`src/rtl/branch_update_queue_if.sv`:
```
// Execute-stage resolution port and BTB update port of branch_update_queue.
// The master side is the execute stage and the BTB together; the queue itself is the slave.
interface branch_update_queue_if #(
  parameter int CNT_W = 3
);
  logic              flush;
  logic              res_valid;
  logic              res_ready;
  logic [31:0]       res_pc;
  logic [31:0]       res_target;
  logic              res_taken;
  logic              res_is_cond;
  logic              drain_hold;
  logic              update_valid;
  logic [31:0]       update_pc;
  logic [31:0]       update_target;
  logic              update_is_branch;
  logic [CNT_W-1:0]  occupancy;

  modport master (
    output flush, res_valid, res_pc, res_target, res_taken, res_is_cond, drain_hold,
    input  res_ready, update_valid, update_pc, update_target, update_is_branch, occupancy
  );

  modport slave (
    input  flush, res_valid, res_pc, res_target, res_taken, res_is_cond, drain_hold,
    output res_ready, update_valid, update_pc, update_target, update_is_branch, occupancy
  );
endinterface

```
`src/rtl/branch_update_queue.sv`:
```
// FIFO of taken-branch outcomes that drains one entry per cycle into the BTB update port.
// Optional macro BUQ_COALESCE_EN: a taken record whose PC matches the tail overwrites it in place.
module branch_update_queue #(
  parameter int DEPTH = 4,
  parameter int CNT_W = $clog2(DEPTH) + 1
) (
  input  logic                  clk,
  input  logic                  rst_n,
  branch_update_queue_if.slave  bus
);
  localparam int PTR_W = $clog2(DEPTH);

  logic [PTR_W-1:0] rd_ptr_reg, wr_ptr_reg;
  logic [PTR_W-1:0] rd_ptr_next, wr_ptr_next;
  logic [CNT_W-1:0] count_reg, count_next;

  logic [31:0] pc_mem   [DEPTH];
  logic [31:0] tgt_mem  [DEPTH];
  logic        cond_mem [DEPTH];

  logic             not_empty;
  logic             full;
  logic             pop;
  logic             accept_taken;
  logic             coalesce;
  logic             push;
  logic [DEPTH-1:0] push_sel;

  assign not_empty = (count_reg != '0);
  assign full      = (count_reg == CNT_W'(DEPTH));

  // Ready deliberately ignores a same-cycle pop so the handshake never depends on drain_hold.
  assign bus.res_ready = rst_n && !full;
  assign pop           = rst_n && not_empty && !bus.drain_hold && !bus.flush;
  assign accept_taken  = bus.res_valid && bus.res_ready && !bus.flush && bus.res_taken;

`ifdef BUQ_COALESCE_EN
  logic [PTR_W-1:0] tail_ptr;
  logic [DEPTH-1:0] coal_sel;

  assign tail_ptr = wr_ptr_reg - PTR_W'(1);
  // A lone entry that is being written to the BTB this edge cannot be patched; push behind it instead.
  assign coalesce = accept_taken && not_empty && (pc_mem[tail_ptr] == bus.res_pc)
                    && !(pop && (count_reg == CNT_W'(1)));
`else
  assign coalesce = 1'b0;
`endif

  assign push = accept_taken && !coalesce;

  for (genvar gi = 0; gi < DEPTH; gi++) begin : g_sel
    assign push_sel[gi] = push && (wr_ptr_reg == PTR_W'(gi));
`ifdef BUQ_COALESCE_EN
    assign coal_sel[gi] = coalesce && (tail_ptr == PTR_W'(gi));
`endif
  end

  always_comb begin
    rd_ptr_next = rd_ptr_reg;
    wr_ptr_next = wr_ptr_reg;
    count_next  = count_reg;
    if (push) wr_ptr_next = wr_ptr_reg + PTR_W'(1);
    if (pop)  rd_ptr_next = rd_ptr_reg + PTR_W'(1);
    if (push && !pop)      count_next = count_reg + CNT_W'(1);
    else if (pop && !push) count_next = count_reg - CNT_W'(1);
  end

  always_ff @(posedge clk) begin
    if (!rst_n || bus.flush) begin
      rd_ptr_reg <= '0;
      wr_ptr_reg <= '0;
      count_reg  <= '0;
    end else begin
      rd_ptr_reg <= rd_ptr_next;
      wr_ptr_reg <= wr_ptr_next;
      count_reg  <= count_next;
    end
  end

  always_ff @(posedge clk) begin
    for (int i = 0; i < DEPTH; i++) begin
      if (push_sel[i]) begin
        pc_mem[i]   <= bus.res_pc;
        tgt_mem[i]  <= bus.res_target;
        cond_mem[i] <= bus.res_is_cond;
      end
`ifdef BUQ_COALESCE_EN
      else if (coal_sel[i]) begin
        tgt_mem[i]  <= bus.res_target;
        cond_mem[i] <= bus.res_is_cond;
      end
`endif
    end
  end

  assign bus.update_valid     = pop;
  assign bus.update_pc        = (rst_n && not_empty) ? pc_mem[rd_ptr_reg]   : 32'h0;
  assign bus.update_target    = (rst_n && not_empty) ? tgt_mem[rd_ptr_reg]  : 32'h0;
  assign bus.update_is_branch = rst_n && not_empty && cond_mem[rd_ptr_reg];
  assign bus.occupancy        = rst_n ? count_reg : '0;
endmodule
```
`src/flat_wrapper.sv`:
```
// flat-port wrapper written by rule: the top's interface ports become plain ports
module branch_update_queue_flat 
#(
  parameter int DEPTH = 4,
  parameter int CNT_W = $clog2(DEPTH) + 1
)
  (clk, rst_n, bus_flush, bus_res_valid, bus_res_pc, bus_res_target, bus_res_taken, bus_res_is_cond, bus_drain_hold, bus_res_ready, bus_update_valid, bus_update_pc, bus_update_target, bus_update_is_branch, bus_occupancy);
  branch_update_queue_if #(.CNT_W(CNT_W)) bus_i ();
  input  logic clk;
  input  logic rst_n;
  input wire logic [$bits(bus_i.flush)-1:0] bus_flush;
  input wire logic [$bits(bus_i.res_valid)-1:0] bus_res_valid;
  input wire logic [$bits(bus_i.res_pc)-1:0] bus_res_pc;
  input wire logic [$bits(bus_i.res_target)-1:0] bus_res_target;
  input wire logic [$bits(bus_i.res_taken)-1:0] bus_res_taken;
  input wire logic [$bits(bus_i.res_is_cond)-1:0] bus_res_is_cond;
  input wire logic [$bits(bus_i.drain_hold)-1:0] bus_drain_hold;
  output wire logic [$bits(bus_i.res_ready)-1:0] bus_res_ready;
  output wire logic [$bits(bus_i.update_valid)-1:0] bus_update_valid;
  output wire logic [$bits(bus_i.update_pc)-1:0] bus_update_pc;
  output wire logic [$bits(bus_i.update_target)-1:0] bus_update_target;
  output wire logic [$bits(bus_i.update_is_branch)-1:0] bus_update_is_branch;
  output wire logic [$bits(bus_i.occupancy)-1:0] bus_occupancy;
  assign bus_i.flush = bus_flush;
  assign bus_i.res_valid = bus_res_valid;
  assign bus_i.res_pc = bus_res_pc;
  assign bus_i.res_target = bus_res_target;
  assign bus_i.res_taken = bus_res_taken;
  assign bus_i.res_is_cond = bus_res_is_cond;
  assign bus_i.drain_hold = bus_drain_hold;
  assign bus_res_ready = bus_i.res_ready;
  assign bus_update_valid = bus_i.update_valid;
  assign bus_update_pc = bus_i.update_pc;
  assign bus_update_target = bus_i.update_target;
  assign bus_update_is_branch = bus_i.update_is_branch;
  assign bus_occupancy = bus_i.occupancy;
  branch_update_queue #(.DEPTH(DEPTH), .CNT_W(CNT_W)) u_core (.clk(clk), .rst_n(rst_n), .bus(bus_i));
endmodule
```
`config.mk`:
```
export PLATFORM = sky130hd
export DESIGN_NAME = branch_update_queue_flat
export DESIGN_NICKNAME = d
export VERILOG_FILES = /design/src/rtl/branch_update_queue_if.sv /design/src/rtl/branch_update_queue.sv /design/src/flat_wrapper.sv
export SDC_FILE = /design/constraint.sdc
export NUM_CORES = 1
export LEC_CHECK = 0
export CAP_MARGIN = 30
export CELL_PAD_IN_SITES_DETAIL_PLACEMENT = 2
export CELL_PAD_IN_SITES_GLOBAL_PLACEMENT = 2
export CORE_MARGIN = 3
export CORE_UTILIZATION = 30
export DETAILED_ROUTE_END_ITERATION = 10
export GPL_TIMING_DRIVEN = 0
export PLACE_DENSITY_LB_ADDON = 0.1
export SLEW_MARGIN = 15
export SYNTH_ARGS = -nofsm -noshare
export SYNTH_HDL_FRONTEND = slang
export SYNTH_SLANG_ARGS = --single-unit
```
`constraint.sdc`:
```
create_clock -name clk -period 2.9 [get_ports clk]
set_input_delay 0.58 -clock clk [delete_from_list [all_inputs] [get_ports clk]]
set_output_delay 0.58 -clock clk [all_outputs]
set_load 0.01 [all_outputs]
```
After elaboration in Yosys (flattened, before gate mapping)
Memories as Yosys holds them, arrays and structs flattened. A register that Yosys moved wholly into a read port is not among the register bits.
Index checks and enable logic that the tools add are counted.

storage, ports and cells
  register bits after elaboration = 7
  RAM bits = 260
  bits of input ports = 71
  output and inout port bits = 70
  memories kept = 3

memory list
  memory           words  width  read ports  clocked after memory_dff  write ports  RTL line                   RTL
  u_core.pc_mem    4      32     1           1                         1            branch_update_queue.sv:17  logic [31:0] pc_mem [DEPTH];
  u_core.tgt_mem   4      32     1           1                         1            branch_update_queue.sv:18  logic [31:0] tgt_mem [DEPTH];
  u_core.cond_mem  4      1      1           1                         1            branch_update_queue.sv:19  logic cond_mem [DEPTH];

operators by class
  $add $sub $neg = 4
  eq/ne operators = 4
  multiplexer cells = 46
  reductions and logical operators = 33

operator list
  operator                                                                count
  32-bit 2-to-1 mux                                                       8
  32-bit OR reduction                                                     6
  2-bit 2-to-1 mux                                                        15
  1-bit 2-to-1 mux                                                        20
  1-bit logical AND                                                       14
  3-bit 2-to-1 mux                                                        3
  1-bit logical NOT                                                       6
  2-bit by 1-bit adder with 2-bit output (second input constant)          2
  2-bit equality test (second input constant)                             2
  3-bit by 1-bit adder with 3-bit output (second input constant)          1
  3-bit equality test (second input constant)                             1
  3-bit nonzero test                                                      1
  1-bit OR reduction                                                      3
  3-bit by 1-bit subtractor with 3-bit output (second input constant)     1
  2-bit by 1-bit equality test with 1-bit output (second input constant)  1
  2-bit logical NOT                                                       1
  2-bit nonzero test                                                      1
  1-bit logical OR                                                        1

Logic depth before layout (Yosys ltp)
  depth in word-level cells = 13
  gate-level depth with buffers = 9
  depth with buffers taken out = 8

Worst setup path before layout
No wires, ideal clock.

  kind = input to register
  start point = in bus_flush
  end point = mem u_core.cond_mem[0], enable pin
  setup time = 0.430 ns
  arrival = 2.673 ns
  required time = 2.470 ns
  slack = -0.203 ns
  cell stages on the path = 4
  buffers on the path = 1
  cell sequence = nand2b_1 > buf_2 > nor3_2 > and2_1

between the ends
  elaborated cells between the ends (all ways) = 24

RTL lines
  element                                         RTL line                   RTL
  start: declaration                              flat_wrapper.sv:11         input wire logic [$bits(bus_i.flush)-1:0] bus_flush;
  1-bit logical NOT                               branch_update_queue.sv:35  assign accept_taken = bus.res_valid && bus.res_ready && !bus.flush && bus.res_taken;
  1-bit logical AND (2 in a row)                  branch_update_queue.sv:35
  via u_core.accept_taken                         branch_update_queue.sv:24  logic accept_taken;
  1-bit logical AND                               branch_update_queue.sv:52  assign push_sel[gi] = push && (wr_ptr_reg == PTR_W'(gi));
  via u_core.push_sel[0]                          branch_update_queue.sv:27  logic [DEPTH-1:0] push_sel;
  1-bit 2-to-1 mux                                branch_update_queue.sv:82  if (push_sel[i]) begin
  1-bit 2-to-1 mux (implied by the code)          branch_update_queue.sv:85  cond_mem[i] <= bus.res_is_cond;
  1-bit 2-to-1 mux (no source line) (3 in a row)  --
  end: declaration                                branch_update_queue.sv:19

The timed path passes the listed nets, and every way through them passes these cells.

==> reports/qor.txt <==
status: completed
number of synthesized register bits: 269
Clock Power Share: 42.5%
Synth warnings: 0
Clock Skews: 0.00655 ns
routed wire length: 23500 µm
Finished Layout Cells: 1118
endpoint type of the worst setup path: primary output
worst reg2reg path depth: 8
first-pass GRT wire length: 35700 µm
worst-skew pair later-pin latency: 0.54 ns
FF/Latch Area: 8000 µm²
Synth Area per Inst: 22.2 µm²
Hold WS: 0.506 ns
worst-case vdd ir drop: 0.618 mV
hold path start: u_core.rd_ptr_reg[1]
Antenna Nets Post-Route: 0
Logic pwr share: 3.4%
area leader, netlist: edfxtp_1
Final Hold Violating Endpoints: 0
worst reg2reg endpoint: u_core.count_reg[2]
DP Wirelength: 14700 µm
Die Height: 192 µm
Critical Path Start Type: register
Filler Cell Count: 3246
top post-synthesis cells by area: edfxtp_1, mux4_2, nor2b_1, dfxtp_1, buf_12
Clock Sinks: 269
Root Driver: clkbuf_16
Inserted Diodes: 0
initial core utilization: 30.7%
via density per instance: 4.52
Worst Hold Depth: 2
CTS max path bufs: 3
die width: 192 µm
Overall Global Routing Usage: 12.8%
clk slew on worst S/H paths: 0.06 ns
setup TNS: 0 ns
Crit Path Max Fanout: 10
Worst Path Required: 2.32 ns
share of layout cells above drive strength 1: 21.6%
Static Leak: 4.51 nW
Pint: 6.40 mW
MaxCap Viol Count: 0
Remaining DRCs: 0
RePlAce Congestion: 0.693
DRT iter0 DRCs: 320
Crit path arrival time: 2.20 ns
power density over cell area: 591 nW/µm²
Achievable Freq: 0.360 GHz
Core ar.: 33900 µm²
Slew Viols, Final: 0
I/O pin count: 141
WL/cell: 21.0 µm
Post-synth EDFFs: 260
Gate Count Post-Synth: 469
die area: 37000 µm²
Largest regs: u_core.pc_mem x128, u_core.tgt_mem x128, u_core.cond_mem x4
Area Growth Syn to Fin: 29.0%
placed insts: 1061
multi-input logic area: 2240 µm²
fin nets: 727
IO Port Bufs: 140
final-report setup violation count: 0
row count: 67
R2R setup slack: 0.56 ns
sw frac: 19.3%
count of different cell masters after synthesis: 27
sequential power share: 54.1%
Tmin final: 2.78 ns
Sw Pwr: 1.53 mW
post-synth top area share: 75.0%
largest net degree at the start of global routing: 42
reg2reg start: u_core.count_reg[2]
Hold Crit Class: reg2reg
htree depth: 1
Post-Syn Area: 10400 µm²
dominant synthesized flop cell: edfxtp_1
Num CTS Buffers: 30
crit share post-route: 95.8%
top cells by count, synth: edfxtp_1, mux4_2, nor2b_1
number of global-route vias before repair: 5881
TritonCTS clock tree: done
count leader, synth: edfxtp_1
# hold bufs at CTS: 0
DRT Pass-1 Iters: 4
max_slew headroom: 65.0%
initial antenna violation count: 1
Async S/R FF share, synth: 0%
post-synth net total: 546
Setup Crit Path Kind: reg2out
worst-margin pin slew: 0.526 ns
Seq/Total Area, Yosys: 76.8%
grt ovf: 0
via count: 5057
-- per-layer routing --
layer / share of wire, % / up-vias / GRT usage (%)
li1: - / 2270 / -
met1: 43 / 2643 / 16.8
met2: 50 / 111 / 21.8
met3: 5.2 / 31 / 3.14
met4: 1.8 / 2 / 2.52
met5: 0.030 / - / 0
-- cell families (layout without fill, tap and decap cells) --
group	Yosys count	count (layout)	share of synthesized area, %
flip-flops	269	269	76.8
buffers and inverters	26	227	1.98
multiplexers	66	66	14.2
adder cells (fa/ha/maj)	6	6	0.794
AO/OA/AOI/OAI	10	10	0.553
AND/OR/NAND/NOR	90	90	5.58
XOR/XNOR	2	2	0.168
-- repair_timing --
action	in CTS	in global routing
endpoints found under the setup margin	66	44
buffers inserted	2	3
gates resized for setup	83	9
pin swaps	0	1
-- layout make-up --
| cell class | instances | area share [%] |
|---|---|---|
| Buffer | 22 | 1.92 |
| Inverter | 4 | 0.112 |
| Tap cell | 448 | 4.17 |
| Clock inverter | 7 | 0.214 |
| Timing Repair Buffer | 149 | 11.1 |
| Sequential cell | 269 | 59.5 |
| Clock buffer | 45 | 6.24 |
| Multi-Input combinational cell | 174 | 16.7 |
-- through the flow --
step                worst slack, ns  utilization [%]  power (mW)  instance area (µm²)
floorplan                     0.502                -        4.46                10400
global placement              -1.03             36.5        4.64                12400
detailed placement           -0.360             36.9        4.65                12500
CTS                        0.000412             39.5        8.07                13400
global route                -0.0182             39.6        8.26                13400
finish                        0.123             39.6        7.93                13400
-- cells in the final DEF (no fill, tap or decap), drive strengths merged, types with 2 or more instances in the layout --
| cell type | count |
|---|---|
| buf | 29 |
| dlymetal6s2s | 6 |
| xor2 | 2 |
| nand2b | 3 |
| nor2 | 2 |
| nor2b | 67 |
| clkdlybuf4s50 | 80 |
| and2 | 7 |
| inv | 4 |
| clkinv | 7 |
| a21oi | 4 |
| nand2 | 3 |
| mux4 | 65 |
| o21ai | 3 |
| o211ai | 2 |
| dfxtp | 9 |
| nor3 | 2 |
| or3 | 4 |
| clkbuf | 47 |
| dlygate4sd2 | 54 |
| edfxtp | 260 |
| ha | 5 |
-- critical path: stages, from the launching register on --
cell             delay [ns]
dfxtp_4                0.37
buf_12                 0.15
mux4_2                 0.49
nor2b_1                0.15
clkdlybuf4s50_1        0.49
-- power by group through the flow --
stage	sequential, mW	clock (mW)	combinational [mW]
global placement	4.37	0	0.265
floorplan	4.37	0	0.0858
finish	4.29	3.37	0.273
detailed placement	4.37	0	0.281
global route	4.29	3.67	0.299
CTS	4.29	3.50	0.279
-- worst max-delay path by stage --
stage	startpoint	end	cells after the start	slack, ns
after floorplan	bus_flush	u_core.cond_mem[0]	4	0.50
after global placement	rst_n	u_core.pc_mem[3][11]	5	-1.03
after detailed placement	rst_n	u_core.count_reg[2]	10	-0.36
after CTS	register	bus_update_pc[29]	4	0.0004
after global routing	u_core.count_reg[0]	bus_update_target[11]	6	-0.02
final	register	bus_update_target[5]	4	0.12
(Power assumes the default switching activity.)
